File: src/rtl/addsub_pkg.sv
// Shared types and helpers for the iterative adder-subtractor.
package addsub_pkg;

    typedef enum logic [1:0] {
        IDLE = 2'd0,
        RUN  = 2'd1,
        DONE = 2'd2
    } state_e;

    localparam logic OP_ADD = 1'b0;
    localparam logic OP_SUB = 1'b1;

    function automatic int unsigned chunk_count(input int unsigned width, input int unsigned chunk);
        return width / chunk;
    endfunction

endpackage

File: src/rtl/chunk_adder.sv
// Combinational CHUNK-bit ripple of full-adder cells; also exposes the carry into the MSB.
module chunk_adder #(
    parameter int unsigned CHUNK = 4
) (
    input  logic [CHUNK-1:0] a_i,
    input  logic [CHUNK-1:0] b_i,
    input  logic             cin_i,
    output logic [CHUNK-1:0] sum_o,
    output logic             cout_o,
    output logic             cmsb_o
);

    logic [CHUNK:0] c;

    assign c[0] = cin_i;

    for (genvar i = 0; i < CHUNK; i++) begin : g_fa
        assign sum_o[i] = a_i[i] ^ b_i[i] ^ c[i];
        assign c[i+1]   = (a_i[i] & b_i[i]) | (a_i[i] & c[i]) | (b_i[i] & c[i]);
    end

    assign cout_o = c[CHUNK];
    assign cmsb_o = c[CHUNK-1];

endmodule

File: src/rtl/addsub_iter.sv
// Multi-cycle adder-subtractor: CHUNK bits per clock, LSB chunk first, valid/ready on both sides.
// Define ADDSUB_ITER_SAT_EN to saturate the result on signed overflow.
module addsub_iter
    import addsub_pkg::*;
#(
    parameter int unsigned WIDTH = 16,
    parameter int unsigned CHUNK = 4
) (
    input  logic             clk,
    input  logic             rst,
    input  logic             in_valid,
    output logic             in_ready,
    input  logic [WIDTH-1:0] a,
    input  logic [WIDTH-1:0] b,
    input  logic             en,
    output logic             out_valid,
    input  logic             out_ready,
    output logic [WIDTH-1:0] sum,
    output logic             cbout,
    output logic             ovf,
    output logic             zero,
    output logic             neg
);

    if (CHUNK == 0) begin : g_bad_chunk
        $error("addsub_iter: CHUNK must be >= 1");
    end else if ((WIDTH % CHUNK) != 0) begin : g_bad_div
        $error("addsub_iter: WIDTH must be a multiple of CHUNK");
    end

    localparam int unsigned N  = chunk_count(WIDTH, CHUNK);
    localparam int unsigned KW = (N > 1) ? $clog2(N) : 1;

    state_e           state_q, state_d;
    logic [WIDTH-1:0] a_q, a_d;
    logic [WIDTH-1:0] b_q, b_d;
    logic [WIDTH-1:0] acc_q, acc_d;
    logic [WIDTH-1:0] sum_q, sum_d;
    logic             carry_q, carry_d;
    logic [KW-1:0]    k_q, k_d;
    logic             cbout_q, cbout_d;
    logic             ovf_q, ovf_d;
    logic             zero_q, zero_d;
    logic             neg_q, neg_d;

    int unsigned      base;
    logic [CHUNK-1:0] chunk_a, chunk_b, chunk_sum;
    logic             chunk_cout, chunk_cmsb;
    logic [WIDTH-1:0] raw_sum, final_sum;
    logic             last_chunk, raw_ovf;

    always_comb begin
        base    = 32'(k_q) * CHUNK;
        chunk_a = a_q[base +: CHUNK];
        chunk_b = b_q[base +: CHUNK];
    end

    chunk_adder #(
        .CHUNK (CHUNK)
    ) u_chunk_adder (
        .a_i    (chunk_a),
        .b_i    (chunk_b),
        .cin_i  (carry_q),
        .sum_o  (chunk_sum),
        .cout_o (chunk_cout),
        .cmsb_o (chunk_cmsb)
    );

    always_comb begin
        raw_sum                 = acc_q;
        raw_sum[base +: CHUNK]  = chunk_sum;
        last_chunk              = (k_q == KW'(N - 1));
        raw_ovf                 = chunk_cmsb ^ chunk_cout;
        final_sum               = raw_sum;
`ifdef ADDSUB_ITER_SAT_EN
        // Overflow only when both operands share a sign, so b's MSB gives the true sign.
        if (raw_ovf) begin
            final_sum = b_q[WIDTH-1] ? {1'b1, {(WIDTH-1){1'b0}}} : {1'b0, {(WIDTH-1){1'b1}}};
        end
`endif
    end

    always_comb begin
        state_d = state_q;
        a_d     = a_q;
        b_d     = b_q;
        acc_d   = acc_q;
        sum_d   = sum_q;
        carry_d = carry_q;
        k_d     = k_q;
        cbout_d = cbout_q;
        ovf_d   = ovf_q;
        zero_d  = zero_q;
        neg_d   = neg_q;

        unique case (state_q)
            IDLE: begin
                if (in_valid) begin
                    a_d     = a;
                    b_d     = b ^ {WIDTH{en}};
                    carry_d = (en == OP_SUB);
                    k_d     = '0;
                    state_d = RUN;
                end
            end
            RUN: begin
                acc_d   = raw_sum;
                carry_d = chunk_cout;
                k_d     = k_q + KW'(1);
                if (last_chunk) begin
                    k_d     = '0;
                    cbout_d = chunk_cout;
                    ovf_d   = raw_ovf;
                    sum_d   = final_sum;
                    zero_d  = (final_sum == '0);
                    neg_d   = final_sum[WIDTH-1];
                    state_d = DONE;
                end
            end
            DONE: begin
                if (out_ready) begin
                    state_d = IDLE;
                end
            end
            default: state_d = IDLE;
        endcase
    end

    always_ff @(posedge clk) begin
        if (rst) begin
            state_q <= IDLE;
            a_q     <= '0;
            b_q     <= '0;
            acc_q   <= '0;
            sum_q   <= '0;
            carry_q <= 1'b0;
            k_q     <= '0;
            cbout_q <= 1'b0;
            ovf_q   <= 1'b0;
            zero_q  <= 1'b0;
            neg_q   <= 1'b0;
        end else begin
            state_q <= state_d;
            a_q     <= a_d;
            b_q     <= b_d;
            acc_q   <= acc_d;
            sum_q   <= sum_d;
            carry_q <= carry_d;
            k_q     <= k_d;
            cbout_q <= cbout_d;
            ovf_q   <= ovf_d;
            zero_q  <= zero_d;
            neg_q   <= neg_d;
        end
    end

    assign in_ready  = (state_q == IDLE);
    assign out_valid = (state_q == DONE);
    assign sum       = sum_q;
    assign cbout     = cbout_q;
    assign ovf       = ovf_q;
    assign zero      = zero_q;
    assign neg       = neg_q;

endmodule

File: config.mk
export PLATFORM = sky130hd
export DESIGN_NAME = addsub_iter
export DESIGN_NICKNAME = d
export VERILOG_FILES = /design/src/rtl/addsub_pkg.sv /design/src/rtl/chunk_adder.sv /design/src/rtl/addsub_iter.sv
export SDC_FILE = /design/constraint.sdc
export NUM_CORES = 1
export LEC_CHECK = 0
export CAP_MARGIN = 10
export CORE_AREA = 3 3 59 115
export DETAILED_ROUTE_END_ITERATION = 6
export DIE_AREA = 0 0 62 118
export HOLD_SLACK_MARGIN = 0.1
export PLACE_DENSITY = 0.79
export SLEW_MARGIN = 10
export SYNTH_ARGS = -nofsm -noshare
export SYNTH_HDL_FRONTEND = slang
export SYNTH_HIERARCHICAL = 1
export SYNTH_SLANG_ARGS = --single-unit
File: constraint.sdc
create_clock -name clk -period 7.8 [get_ports clk]
set_clock_uncertainty 0.2 [all_clocks]
set_input_delay 1.56 -clock clk [delete_from_list [all_inputs] [get_ports clk]]
set_output_delay 1.56 -clock clk [all_outputs]
set_load 0.02 [all_outputs]
==> results.md, run 1 <==
- Status: completed
- Hold Path Cell Cnt: 2
- Chip width: 62 um
- Final HPWL DP: 5140 um
- Final period util: 0.524
- RePlAce Congestion: 0.805
- Commonest cells after routing, fill and taps aside: 72 x dfxtp_1, 57 x clkdlybuf4s50_1, 54 x nor2_1
- Area share of the largest cell type after synthesis: 0.427
- Vias in the first global route: 2660
- Number of synthesized register bits: 72
- Post-synthesis sequential area ratio: 0.427
- Worst Setup Slack, final: 3710 ps
- CP endpoint: zero
- CTS tree: yes
- Nets: 465
- Clk_lat worst skew: 340 ps
- DIE AREA: 7320 um^2
- Crit path depth: 14
- Worst-margin pin slew: 910 ps
- Layout cells sized above 1: 0.0810
- CTS Buf Count: 9
- Final Hold Fails: 0
- Routed wire length: 7280 um
- Setup-failing EPs final: 0
- Fillers: 510
- PwrDens: 218 nW/um^2
- Most common cell after layout, fill and taps aside: dfxtp_1
- Clock sinks: 72
- Pre-CTS setup slack: 3750 ps
- Global route overflow: 0
- Peak supply drop: 0.126 mV
- Crit Path Max Fanout: 17
- Syn Std Cell Area: 3370 um^2
- Antenna Nets Post-Route: 0
- Worst Path Required: 7830 ps
- Top post-synthesis cells by area: dfxtp_1 43%, a211oi_1 6.5%, nor2_1 6.0%
- Worst setup EP type: register
- H-tree depth: 3
- Slowest stage cell on the critical path: dfxtp_1
- Port Buffers: 58
- # resized after CTS: 0
- Slew margin rel.: 0.392
- Worst reg2reg path startpoint: k_q[0]
- Post-layout instance area: 4190 um^2
- Initial antenna violation count: 0
- DRC viols: 0
- CP Cell Sequence: mux4_2 > inv_1 > fa_1 > inv_1 > fa_1 > fa_1 > inv_1 > fa_1 > inv_1 > nor4_1 > nand2_1 > nand3_1 > nand3_1 > o21ai_1
- Root Driver: clkbuf_16
- FF-to-FF path depth: 14
- R2R setup slack: 3710 ps
- Total Routing Usage GR: 0.221
- Row count: 40
- Cts hold-fix bufs: 0
- Synth Net Count: 426
- Post-layout util: 0.692
- Ys Warns: 6
- I/O pin count: 59
- Post-Syn Instances: 379
- Worst-path clk slew: 50 ps
- CP arrival: 4120 ps
- Fin Setup TNS: 0 ps
- Kind of critical path: register to register
- Crit path max-delay family: adder cells
- Largest net degree at the start of global routing: 74
- Via/cell ratio: 5.52
- Netlist cell types: 38
- CORE AREA: 6060 um^2
- Yosys top cell by area: dfxtp_1
- Crit Reg-Reg Endpoint: zero
- Iter 0 DRT Violations: 105
- Final std cells w/o fill: 504
- Slew Limit Fails: 0
- Cells after DPL: 491
- Crit path launch type: register
- Drt wl/cell: 14.4 um
- Slowest Stage Delay on Critical Path: 850 ps
- Antenna Cells: 0
- DRT Pass-1 Iters: 4
- Syn avg cell area: 8.90 um^2
- F_max: 245 MHz
- Via count: 2784
- Minimum clock period: 4090 ps
- Leakage: 1.49 nW
- Placed cell areas: 3910 um^2
- Area grow syn2layout: 24.2%
- Buffer depth of the longest clock path: 2
- Max cap viols: 0
- Initial Util: 0.557
- Die H: 118 um
- Unrepaired setup endpoints after global routing: no
- Worst hold-check path type: register to register
- Wire length of the first global-routing pass: 12100 um
- Start point of the critical path: k_q[0]
- # Post-CTS Setup Buffers: 0
- CP Buf/Inv Count: 4
-- flip-flops by register name, indices dropped and copies added, names as in the netlist --
register  count
k_q           2
a_q          16
b_q          16
state_q       2
sum          16
acc_q        16
zero          1
carry_q       1
cbout         1
ovf           1
-- worst reg2reg max path, stage by stage, from the launching register on --
cell and delay, ps:
dfxtp_1 850, mux4_2 610, inv_1 90, fa_1 180, inv_1 50, fa_1 380
fa_1 420, inv_1 90, fa_1 410, inv_1 280, nor4_1 100, nand2_1 80
nand3_1 80, nand3_1 100, o21ai_1 60
-- area by class of cell --
type                            count  area, um^2  area share
Multi-Input combinational cell    258        1700       0.406
Sequential cell                    72        1440       0.344
Timing Repair Buffer               62         606       0.145
Clock buffer                       13         280      0.0669
Tap cell                           84         105      0.0251
Inverter                           15        56.3      0.0134
-- report_power, final --
| part | internal [W] | switching (W) |
|---|---|---|
| Clock | 0.000244 | 0.000140 |
| Sequential | 0.000385 | 0.0000127 |
| Combinational | 0.0000570 | 0.0000747 |
| Total | 0.000687 | 0.000227 |
-- metrics by stage --
step | total power (W) | hold WS, ps
2_1_floorplan | 0.000495 | 233
3_3_place_gp | 0.000531 | 242
3_5_place_dp | 0.000536 | 253
4_1_cts | 0.000917 | 260
5_1_grt | 0.000945 | 277
6_report | 0.000914 | 261
-- routing by layer --
layer,global-route usage,share of wire
met1,0.235,0.35
met2,0.377,0.57
met3,0.0637,0.044
met4,0.104,0.029
met5,0,0
-- Yosys cell counts (all sizes together) --
cell type	instances
a22oi	6
nor3b	2
nor4	4
nand3	4
nand2	45
or4	1
and3	2
o2111ai	1
mux4	8
and2	3
nor3	13
a211oi	29
nor2	54
o21ai	3
xnor2	17
nand2b	3
o22ai	1
a221oi	10
nand3b	1
inv	15
fa	4
a21oi	26
clkbuf	18
a31oi	2
a32oi	7
ha	6
and2b	4
dfxtp	72
nor2b	2
dlygate4sd1	1
buf	15
-- how the worst min path moves through the flow --
| stage | startpoint | endpoint | slack, ps |
|---|---|---|---|
| final | a_q[11] | a_q[11] | 260 |
| after global routing | a_q[2] | a_q[2] | 280 |
| after CTS | a_q[2] | a_q[2] | 260 |
| after detailed placement | a_q[2] | a_q[2] | 250 |
| after global placement | a_q[11] | a_q[11] | 240 |
| after floorplan | a_q[10] | a_q[10] | 230 |
-- logic make-up (layout without fill, tap and decap cells) --
| family | count (synthesis) | count (layout) | synth area share |
|---|---|---|---|
| flip-flops | 72 | 72 | 0.427 |
| multiplexers | 8 | 8 | 0.0534 |
| AO/OA/AOI/OAI | 85 | 85 | 0.173 |
| adder cells (fa/ha/maj) | 10 | 10 | 0.0460 |
| buffers and inverters | 49 | 90 | 0.0682 |
| XOR/XNOR | 17 | 17 | 0.0441 |
| AND/OR/NAND/NOR | 138 | 138 | 0.188 |
Power figures use the tool's default switching activity.
==> run 2: changes to the inputs <==
Settings changed: CORE_AREA 3 3 59 115 to 3 3 64 126, DIE_AREA 0 0 62 118 to 0 0 67 129, PLACE_DENSITY 0.79 to 0.7.
Clock period 7.8 ns to 3.5 ns, I/O delays scaled along.
==> results.md, run 2 (synthesis gave the netlist of run 1 again) <==
- Status: completed
- Final HPWL DP: 5640 um
- Crit Path Max Fanout: 5
- Largest net degree at the start of global routing: 41
- Port Buffers: 58
- I/O pin count: 59
- CP arrival: 3290 ps
- Minimum clock period: 3270 ps
- F_max: 306 MHz
- Slew Limit Fails: 0
- Final std cells w/o fill: 520
- Slew margin rel.: 0.407
- Commonest cells after routing, fill and taps aside: 71 x dfxtp_1, 57 x clkdlybuf4s50_1, 54 x nor2_1
- # Post-CTS Setup Buffers: 0
- Antenna Cells: 0
- Root Driver: clkbuf_16
- Row count: 44
- Initial Util: 0.464
- Antenna Nets Post-Route: 0
- CTS Buf Count: 9
- Clock sinks: 72
- Die H: 129 um
- # resized after CTS: 0
- H-tree depth: 3
- Wire length on met2: 4320 um
- Slowest Stage Delay on Critical Path: 500 ps
- Via/cell ratio: 5.40
- Nets: 470
- Vias in the first global route: 2764
- Chip width: 67 um
- Global route overflow: 0
- Kind of critical path: register to register
- DRT Pass-1 Iters: 7
- Unrepaired setup endpoints after global routing: no
- Area grow syn2layout: 25.7%
- Final Hold Fails: 0
- Setup-failing EPs final: 0
- Leakage: 1.52 nW
- Overall power: 0.00201 W
- Buffer depth of the longest clock path: 2
- Wire length of the first global-routing pass: 12300 um
- Worst-path clk slew: 50 ps
- Peak supply drop: 0.294 mV
- Cells after DPL: 504
- Drt wl/cell: 14.6 um
- Crit path launch type: register
- Most common cell after layout, fill and taps aside: dfxtp_1
- Iter 0 DRT Violations: 107
- Worst-margin pin slew: 887 ps
- DRC viols: 0
- RePlAce Congestion: 0.914
- Metal3 WL: 262 um
- PwrDens: 473 nW/um^2
- Clk_lat worst skew: 330 ps
- CTS tree: yes
- Worst Path Required: 3520 ps
- Initial antenna violation count: 0
- Via count: 2809
- Total Routing Usage GR: 0.189
- Fin Setup TNS: 0 ps
- Routed wire length: 7580 um
- CP Buf/Inv Count: 4
- Worst setup EP type: register
- Layout cells sized above 1: 0.100
- Cts hold-fix bufs: 0
- DIE AREA: 8640 um^2
- Max cap viols: 0
- Final period util: 0.934
- CORE AREA: 7270 um^2
- Crit path max-delay family: adder cells
- Highest routed layer: met4
- Post-layout util: 0.584
- Slowest stage cell on the critical path: mux4_2
- CP Cell Sequence: mux4_2 > inv_1 > fa_1 > inv_1 > fa_1 > fa_2 > inv_1 > fa_1 > inv_2 > nor4_1 > nand2_1 > nand3_1 > nand3_1 > o21ai_1
- Worst hold-check path type: register to register
- Metal1 wirelength: 2720 um
run 2: changes by cell type in the layout (fill, tap and decap cells not counted), sizes merged:
cell	before	now
buf	5	10
clkbuf	13	12
clkinv	0	4
run 2: path summary, 6_finish.rpt:
| kind | startpoint | to | slack, ps | cells after the start |
|---|---|---|---|---|
| min | a_q[15] | a_q[15] | 260 | 2 |
| min reg2reg | a_q[15] | a_q[15] | 260 | 2 |
| max reg2reg | k_q[0] | zero | 230 | 14 |
| max | k_q[0] | zero | 230 | 14 |
run 2: report_power, final:
| part | total [W] | internal [W] | switching (W) | leakage [nW] |
|---|---|---|---|---|
| Clock | 0.000814 | 0.000493 | 0.000321 | 0.136 |
| Sequential | 0.000882 | 0.000858 | 0.0000240 | 0.588 |
| Combinational | 0.000310 | 0.000137 | 0.000173 | 0.792 |
run 2: worst register-to-register path, cell delays in order, from the launching register on:
cell     delay, ps
dfxtp_2        370
mux4_2         500
inv_1          100
fa_1           180
inv_1           50
fa_1           400
fa_2           370
inv_1           80
fa_1           420
inv_2          120
nor4_1          70
nand2_1         80
nand3_1         80
nand3_1        100
o21ai_1         60
run 2: stage by stage:
stage	setup WS [ps]	hold WS [ps]	cell area, um^2
2_1_floorplan	63.7	233	3380
3_3_place_gp	218	245	3970
3_5_place_dp	142	254	3970
4_1_cts	130	262	4240
5_1_grt	59.1	283	4240
6_report	229	259	4240
run 2: routing by layer:
layer | vias to the layer above | track usage
li1 | 1408 | -
met1 | 1312 | 0.181
met2 | 70 | 0.349
met3 | 19 | 0.0419
met4 | 0 | 0.112
met5 | - | 0
run 2: final cells by class:
class,count,area [um^2]
timing repair buffer,67,656
inverter,15,56.3
multi-input combinational,258,1700
fill,694,3030
clock buffer,12,246
sequential,72,1440
clock inverter,4,20.0
tap,92,115
